### src/rtl/imem_fetch_ctrl_pkg.sv
// rtl/imem_fetch_ctrl_pkg.sv - shared types and constants for the instruction-fetch sequencer
package imem_fetch_ctrl_pkg;

  localparam logic [31:0] NOP_INSN = 32'h00000013;

  typedef enum logic {
    S_IDLE = 1'b0,
    S_RUN  = 1'b1
  } state_t;

  // One prefetch buffer entry: byte PC of the word plus the word itself.
  typedef struct packed {
    logic [31:0] pc;
    logic [31:0] insn;
  } entry_t;

  // Clear the byte-offset bits so every PC is word aligned.
  function automatic logic [31:0] align_pc(input logic [31:0] pc);
    return pc & 32'hFFFF_FFFC;
  endfunction

endpackage

### src/rtl/imem_fetch_ctrl_if.sv
// rtl/imem_fetch_ctrl_if.sv - ROM, redirect and instruction-delivery signals of the fetch sequencer
interface imem_fetch_ctrl_if #(
  parameter int ADDR_BITS = 4
);
  logic [ADDR_BITS-1:0] rom_addr;
  logic [31:0]          rom_data;
  logic                 redirect_valid;
  logic [31:0]          redirect_pc;
  logic                 instr_valid;
  logic [31:0]          instr;
  logic [31:0]          instr_pc;
  logic                 instr_ready;

  modport master (
    output rom_addr, instr_valid, instr, instr_pc,
    input  rom_data, redirect_valid, redirect_pc, instr_ready
  );

  modport slave (
    input  rom_addr, instr_valid, instr, instr_pc,
    output rom_data, redirect_valid, redirect_pc, instr_ready
  );
endinterface

### src/rtl/imem_fetch_ctrl_fifo2.sv
// rtl/imem_fetch_ctrl_fifo2.sv - 2-entry prefetch FIFO with flush taking priority over push/pop
module imem_fetch_ctrl_fifo2
  import imem_fetch_ctrl_pkg::*;
(
  input  logic       clk,
  input  logic       rst,
  input  logic       push,
  input  logic       pop,
  input  logic       flush,
  input  entry_t     wr_entry,
  output logic [1:0] count,
  output entry_t     head
);

  entry_t mem [2];
  logic   rd_ptr;
  logic   wr_ptr;
  logic   do_push;
  logic   do_pop;

  // Qualify requests: never pop empty, only push into a full FIFO when the head leaves.
  always_comb begin
    do_pop  = pop && (count != 2'd0);
    do_push = push && ((count != 2'd2) || do_pop);
    head    = mem[rd_ptr];
  end

  // Storage needs no reset; count decides what is visible.
  always_ff @(posedge clk) begin
    if (do_push && !flush) begin
      mem[wr_ptr] <= wr_entry;
    end
  end

  // Pointers and occupancy; a flush simply empties the FIFO.
  always_ff @(posedge clk or posedge rst) begin
    if (rst) begin
      rd_ptr <= 1'b0;
      wr_ptr <= 1'b0;
      count  <= 2'd0;
    end else if (flush) begin
      rd_ptr <= 1'b0;
      wr_ptr <= 1'b0;
      count  <= 2'd0;
    end else begin
      if (do_push) wr_ptr <= ~wr_ptr;
      if (do_pop)  rd_ptr <= ~rd_ptr;
      case ({do_push, do_pop})
        2'b10:   count <= count + 2'd1;
        2'b01:   count <= count - 2'd1;
        default: count <= count;
      endcase
    end
  end

endmodule

### src/rtl/imem_fetch_ctrl.sv
// rtl/imem_fetch_ctrl.sv - fetch PC, ROM addressing, run/idle FSM and prefetch buffer control
module imem_fetch_ctrl
  import imem_fetch_ctrl_pkg::*;
#(
  parameter int          ADDR_BITS = 4,
  parameter logic [31:0] RESET_PC  = 32'h00000000
) (
  input  logic                clk,
  input  logic                rst,
  input  logic                fetch_en,
  output logic                busy,
  imem_fetch_ctrl_if.master   bus
);

  state_t      state;
  state_t      state_nxt;
  logic [31:0] fetch_pc;
  logic [1:0]  count;
  entry_t      head;
  entry_t      new_entry;
  logic        head_valid;
  logic        pop;
  logic        push;
  logic        flush;

  // Run/idle state register.
  always_ff @(posedge clk or posedge rst) begin
    if (rst) state <= S_IDLE;
    else     state <= state_nxt;
  end

  // Next state follows fetch_en; buffer contents survive a drop to idle.
  always_comb begin
    state_nxt = state;
    case (state)
      S_IDLE:  if (fetch_en)  state_nxt = S_RUN;
      S_RUN:   if (!fetch_en) state_nxt = S_IDLE;
      default: state_nxt = S_IDLE;
    endcase
  end

  // Handshake decode: a redirect cancels both the pop and the push of its cycle.
  always_comb begin
    head_valid = (count != 2'd0);
    busy       = (state == S_RUN);
    flush      = bus.redirect_valid && (state == S_RUN);
    pop        = head_valid && bus.instr_ready && !bus.redirect_valid;
    push       = (state == S_RUN) && fetch_en && !bus.redirect_valid
                 && ((count != 2'd2) || pop);
    new_entry  = '{pc: fetch_pc, insn: bus.rom_data};
  end

  // Fetch PC: redirect wins, otherwise step one word per accepted push.
  always_ff @(posedge clk or posedge rst) begin
    if (rst) begin
      fetch_pc <= RESET_PC;
    end else if (bus.redirect_valid) begin
      fetch_pc <= align_pc(bus.redirect_pc);
    end else if (push) begin
      fetch_pc <= fetch_pc + 32'd4;
    end
  end

  imem_fetch_ctrl_fifo2 u_fifo (
    .clk      (clk),
    .rst      (rst),
    .push     (push),
    .pop      (pop),
    .flush    (flush),
    .wr_entry (new_entry),
    .count    (count),
    .head     (head)
  );

  assign bus.rom_addr    = fetch_pc[ADDR_BITS+1:2];
  assign bus.instr_valid = head_valid;
  assign bus.instr       = head_valid ? head.insn : NOP_INSN;
  assign bus.instr_pc    = head_valid ? head.pc : 32'd0;

endmodule
### src/flat_wrapper.sv
// flat-port wrapper written by rule: the top's interface ports become plain ports
module imem_fetch_ctrl_flat import imem_fetch_ctrl_pkg::*;
#(
  parameter int          ADDR_BITS = 4,
  parameter logic [31:0] RESET_PC  = 32'h00000000
)
  (clk, rst, fetch_en, busy, bus_rom_addr, bus_instr_valid, bus_instr, bus_instr_pc, bus_rom_data, bus_redirect_valid, bus_redirect_pc, bus_instr_ready);
  imem_fetch_ctrl_if #(.ADDR_BITS(ADDR_BITS)) bus_i ();
  input  logic clk;
  input  logic rst;
  input  logic fetch_en;
  output logic busy;
  output wire logic [$bits(bus_i.rom_addr)-1:0] bus_rom_addr;
  output wire logic [$bits(bus_i.instr_valid)-1:0] bus_instr_valid;
  output wire logic [$bits(bus_i.instr)-1:0] bus_instr;
  output wire logic [$bits(bus_i.instr_pc)-1:0] bus_instr_pc;
  input wire logic [$bits(bus_i.rom_data)-1:0] bus_rom_data;
  input wire logic [$bits(bus_i.redirect_valid)-1:0] bus_redirect_valid;
  input wire logic [$bits(bus_i.redirect_pc)-1:0] bus_redirect_pc;
  input wire logic [$bits(bus_i.instr_ready)-1:0] bus_instr_ready;
  assign bus_rom_addr = bus_i.rom_addr;
  assign bus_instr_valid = bus_i.instr_valid;
  assign bus_instr = bus_i.instr;
  assign bus_instr_pc = bus_i.instr_pc;
  assign bus_i.rom_data = bus_rom_data;
  assign bus_i.redirect_valid = bus_redirect_valid;
  assign bus_i.redirect_pc = bus_redirect_pc;
  assign bus_i.instr_ready = bus_instr_ready;
  imem_fetch_ctrl #(.ADDR_BITS(ADDR_BITS), .RESET_PC(RESET_PC)) u_core (.clk(clk), .rst(rst), .fetch_en(fetch_en), .busy(busy), .bus(bus_i));
endmodule
### config.mk
export PLATFORM = sky130hd
export DESIGN_NAME = imem_fetch_ctrl_flat
export DESIGN_NICKNAME = d
export VERILOG_FILES = /design/src/rtl/imem_fetch_ctrl_pkg.sv /design/src/rtl/imem_fetch_ctrl_if.sv /design/src/rtl/imem_fetch_ctrl_fifo2.sv /design/src/rtl/imem_fetch_ctrl.sv /design/src/flat_wrapper.sv
export SDC_FILE = /design/constraint.sdc
export NUM_CORES = 1
export LEC_CHECK = 0
export BUFFER_PORTS_ARGS = -buffer_cell sky130_fd_sc_hd__buf_2
export CORE_MARGIN = 1
export CORE_UTILIZATION = 49
export DETAILED_ROUTE_END_ITERATION = 7
export HOLD_SLACK_MARGIN = 0.08
export PLACE_DENSITY = 0.78
export SYNTH_ARGS = -nofsm -noshare
export SYNTH_HDL_FRONTEND = slang
export SYNTH_SLANG_ARGS = --single-unit
export TNS_END_PERCENT = 100
### constraint.sdc
create_clock -name clk -period 4 [get_ports clk]
set_input_delay 0.6 -clock clk [delete_from_list [all_inputs] [get_ports clk]]
set_output_delay 0.6 -clock clk [all_outputs]
set_load 0.02 [all_outputs]
# Word level (Yosys, flattened, before mapping)
# Memory sizes are Yosys's and may differ from the RTL's.
# Cells that the tools add are included.
# op_classes
add_sub_neg	3
eq_ne	3
n_mux	13
bitwise_logic	2
n_reduce_logical	18
# op_table
cell	count
2-to-1 mux 32 bit	4
adder 32 x 3 -> 32 bit, second input constant	1
logical AND 1 bit	9
nonzero test 2 bit	4
2-to-1 mux 1 bit	7
one-hot mux 2 bit (2 select lines)	1
nonzero test 3 bit	1
adder 2 x 1 -> 2 bit, second input constant	1
equality test 2 x 1 -> 1 bit, second input constant	1
equality test 2 bit, second input constant	1
zero test 1 bit	2
logical OR 1 bit	2
2-to-1 mux 2 bit	1
!= test 2 bit, second input constant	1
NOT 1 bit	2
subtractor 2 x 1 -> 2 bit, second input constant	1
# word_totals
reg_bits	37
ramBits	128
output_inout_bits	70
word_cells	45
memories	1
# memory_table
memory	words	word_bits	read_ports	rd_ports_with_merged_regs	wr	line_no	text
u_core.u_fifo.mem	2	64	1	0	1	imem_fetch_ctrl_fifo2.sv:15	entry_t mem [2];

# Depth between registers and ports, before layout
# logic_depth
word_depth	9
ltp_mapped	9
mapped_depth_nobuf	8

# Hierarchy
# From an unflattened synthesis, not the netlist that was laid out.
# hier_totals
hier_cells	517
area_unflattened_um2	7215.7
# by_module_without_submodules
mod	instances	cells_per_inst	area_each_um2	seq_area_each_um2
imem_fetch_ctrl_fifo2	1	225	4862.2	3943.8
imem_fetch_ctrl	1	292	2353.5	775.7

# Least setup slack after synthesis
# Ideal clock, no wire load.
# synth_timing
kind	input to register
startpoint	in bus_redirect_valid
endpoint	mem u_core.u_fifo.mem[0][0] (netlist bit) (enable)
setup_time_ns	0.482
t_arrival_ns	3.843
path_slack_ns	-0.326
stages	5
path_buffers	2
cell_sequence	buf_2 -> nor3_2 -> inv_2 -> clkbuf_1 -> nor2_1
# synth_between
elab_chain_len	8
# synth_lines
element	line_no	text
start, declared	flat_wrapper.sv:18	input wire logic [$bits(bus_i.redirect_valid)-1:0] bus_redirect_valid;
zero test 1 bit	imem_fetch_ctrl.sv:47, imem_fetch_ctrl.sv:48	
logical AND 1 bit	imem_fetch_ctrl.sv:47	pop = head_valid && bus.instr_ready && !bus.redirect_valid;
logical OR 1 bit / logical AND 1 bit (equally long branches)	imem_fetch_ctrl.sv:49, imem_fetch_ctrl_fifo2.sv:23	
logical AND 1 bit / logical OR 1 bit (equally long branches)	imem_fetch_ctrl.sv:49, imem_fetch_ctrl_fifo2.sv:24	
logical AND 1 bit	imem_fetch_ctrl_fifo2.sv:24	do_push = push && ((count != 2'd2) || do_pop);
logical AND 1 bit (*)	imem_fetch_ctrl_fifo2.sv:30	if (do_push && !flush) begin
2-to-1 mux 1 bit (*)	imem_fetch_ctrl_fifo2.sv:30	
2-to-1 mux 1 bit (not written as such) (*)	imem_fetch_ctrl_fifo2.sv:31	mem[wr_ptr] <= wr_entry;
end, declared	imem_fetch_ctrl_fifo2.sv:15	
# Every way passes the cells marked *; elsewhere a longest branch is shown, timed or not.

# Final worst setup path
# layout_timing
startpoint	reg u_core.u_fifo.rd_ptr
endpoint	out bus_instr_pc[28]
# layout_between
elab_chain_len	2
# layout_lines
element	line_no	text
start, declared	imem_fetch_ctrl_fifo2.sv:16	logic rd_ptr;
start signal, assigned	imem_fetch_ctrl_fifo2.sv:47	if (do_pop) rd_ptr <= ~rd_ptr;
memory read (2 x 64 bit)	--	
2-to-1 mux 32 bit	imem_fetch_ctrl.sv:78	assign bus.instr_pc = head_valid ? head.pc : 32'd0;
end, declared	flat_wrapper.sv:16	output wire logic [$bits(bus_i.instr_pc)-1:0] bus_instr_pc;
# Every way passes these cells.

==> out/qor.txt <==
wire length per cell = 16.9 um
Final min period = 2740 ps
Final Non-Filler Cells = 817
CTS Buf Count = 17
slowest stage delay, CP = 1160 ps
data required time of the critical path = 3400 ps
post-synthesis xor/xnor area fraction = 0.390%
max-slew violation count = 0
Tightest Pin Transition = 1100 ps
Area after DPL = 7580 um^2
First-pass DRT Iterations = 5
# DRC = 0
#FFs+latches synth = 159
Top FF cell, synth = edfxtp_1
cell area power density = 615 nW/um^2
DR iter-0 viols = 327
Clock Latency Late Sink = 410 ps
register area share after synthesis = 68.3%
Inst Count DP = 785
pin count of the biggest net entering global routing = 65
Post-Synth Adder-Cell Area = 0.372%
Netlist cell types = 39
maximum clock path buffer count = 2
vias = 4,496
R2R Setup Slk = 1720 ps
post-detail-place hpwl = 9000 um
setup_tns = 0 ps
dominant cells by area after synthesis = edfxtp_1 55%, dfrtp_1 13%, mux2i_1 9.5%
DIE WIDTH = 119 um
nets@finish = 699
core area = 13,300 um^2
Fmax = 0.364 GHz
arrival time at the worst endpoint = 2140 ps
Fin Clk Skew = 8.56 ps
post-cts hold buffer count = 0
crit path launch type = flip-flop
Post-Synth Simple-Gate Area = 12.5%
row count = 42
largest area contributor in the netlist = edfxtp_1
fin area = 8160 um^2
post_cts resized = 0
global-route wire length before repair = 21,800 um
worst-path cell chain = mux2i_1 -> nor2_1 -> buf_2
MaxCap Viol Count = 0
fin crit share = 68.6%
CTS Root Cell = clkbuf_16
GRT Util Overall = 20.0%
Cells after Synth = 496
Post-synth top cells = 124 x edfxtp_1, 70 x nor2_1, 64 x mux2i_1, 40 x nand2_1, 35 x dfrtp_1
CP endpoint kind = output pin
fraction of layout cells with a size suffix above 1 = 27.8%
routing usage on met1 = 25.3%
Post-synth ARST share = 22.0%
CTS tree = yes
number of synthesized flops with an enable pin = 124
Pleak = 3.15 nW
Starting Density = 50.6%
grt ovf = 0
Layout area overhead = 21.2%
RSZ-0062 raised after global routing = no
Synth warnings = 0
final hold viol count = 0
final WL = 13,800 um
Clock Sinks = 159
post-synthesis compound-gate area fraction = 6.34%
initial antenna violation count = 0
ANT cells = 0
die height = 119 um
crit path max fanout = 64
proportion of synthesized area in mux cells = 9.52%
Final GP Congestion = 0.829
Post-CTS Setup Inserts = 0
slowest stage cell, crit path = dfrtp_4
GRT busiest layer = met2
largest family of logic cells by synthesized area = simple AND/OR/NAND/NOR gates
most frequent cell after synthesis = edfxtp_1
I/O Pins = 139
filler cell count = 1,078
htree depth = 4
Vias/cell = 5.50
port buffer count = 134
Max-slew headroom = 26.7%
endpoints failing setup = 0
vias in the first global route = 4,517
outcome = complete, no violations
critical path class = flip-flop to output pin
Synth top area share = 55.3%
VDD IR max = 0.339 mV
Die Footprint = 14,200 um^2
M2 GR Usage = 33.9%
Routed Antenna Nets = 0
grt met3 use = 4.17%
min-delay worst type = primary input to async pin
Reg clk slew, reported paths = 60 ps
Post-Syn Area = 6730 um^2
Synth Area per Inst = 13.6 um^2
worst paths after layout:
| path | start | end | cells past startpoint |
|---|---|---|---|
| min in group clk | fetch_en | u_core.busy | 1 |
| max | u_core.u_fifo.rd_ptr | bus_instr_pc[28] | 3 |
| max in group asynchronous | rst | u_core.u_fifo.rd_ptr | 3 |
| min reg2reg | u_core.fetch_pc[13] | u_core.u_fifo.mem[0][45] | 0 |
| min | rst | u_core.fetch_pc[11] | 3 |
| max reg2reg | u_core.fetch_pc[3] | u_core.fetch_pc[28] | 6 |
flip-flops by register name (all words and copies together), names as in the netlist:
register and cells:
u_core.u_fifo.rd_ptr 1, u_core.u_fifo.mem 124, u_core.u_fifo.count 2, u_core.u_fifo.wr_ptr 1, u_core.busy 1, u_core.fetch_pc 30
through the flow:
step	hold slack, ps	total power [mW]	util [%]	setup slack (ps)
after CTS	300	5.05	61.4	1220
after global placement	515	3.47	57.0	1400
final	285	5.02	61.4	1260
after global routing	327	5.24	61.4	1130
after floorplan	465	3.04	-	698
after detailed placement	510	3.50	57.0	1360
per-layer routing:
| metal | routed length [um] | share of wire (%) |
|---|---|---|
| met1 | 5760 | 42 |
| met2 | 6910 | 50 |
| met3 | 830 | 6.0 |
| met4 | 286 | 2.1 |
| met5 | 0 | 0 |
layout make-up:
class / count / area [um^2] / area share [%]
tap: 176 / 220 / 2.70
multi-input combinational: 303 / 1990 / 24.4
sequential: 159 / 4600 / 56.4
clock inverter: 12 / 144 / 1.76
timing repair buffer: 140 / 741 / 9.08
clock buffer: 20 / 437 / 5.35
inverter: 7 / 26.3 / 0.322
critical path, delay by kind of cell (launching register included):
kind          cells  cell delay, ps
simple gates      1              60
flops             1            1160
buf+inv           1             180
mux               1             300
cell families after synthesis:
logic type / Yosys count
AND/OR/NAND/NOR: 172
flip-flops: 159
multiplexers: 64
AO/OA/AOI/OAI: 60
buffers and inverters: 35
XOR/XNOR: 3
adder cells (fa/ha/maj): 2
other: 1
layout by cell type, fill, tap and decap left out, drive strengths merged:
| cell | n |
|---|---|
| nand4 | 9 |
| ha | 2 |
| a22oi | 2 |
| clkinvlp | 5 |
| bufinv | 3 |
| nor4 | 2 |
| or2 | 1 |
| buf | 140 |
| o211ai | 20 |
| mux2i | 64 |
| o21ai | 12 |
| and3 | 8 |
| nor3b | 4 |
| nand3 | 22 |
| a31oi | 3 |
| and2 | 2 |
| a221o | 6 |
| or3 | 2 |
| dfrtp | 35 |
| nand3b | 1 |
| inv | 7 |
| conb | 2 |
| xnor2 | 2 |
| nor3 | 4 |
| nand2b | 2 |
| clkinv | 4 |
| edfxtp | 124 |
| a21oi | 7 |
| clkbuf | 20 |
| nor2 | 71 |
| or4 | 3 |
| o311ai | 10 |
| nand2 | 40 |
| or4b | 1 |
| xor2 | 1 |
report_power, final:
group          internal (mW)  switching, mW  total (mW)
logic                  0.519          0.796        1.32
registers               1.89          0.240        2.13
clock network          0.973          0.595        1.57
total                   3.39           1.63        5.02
Power figures use the tool's default switching activity.
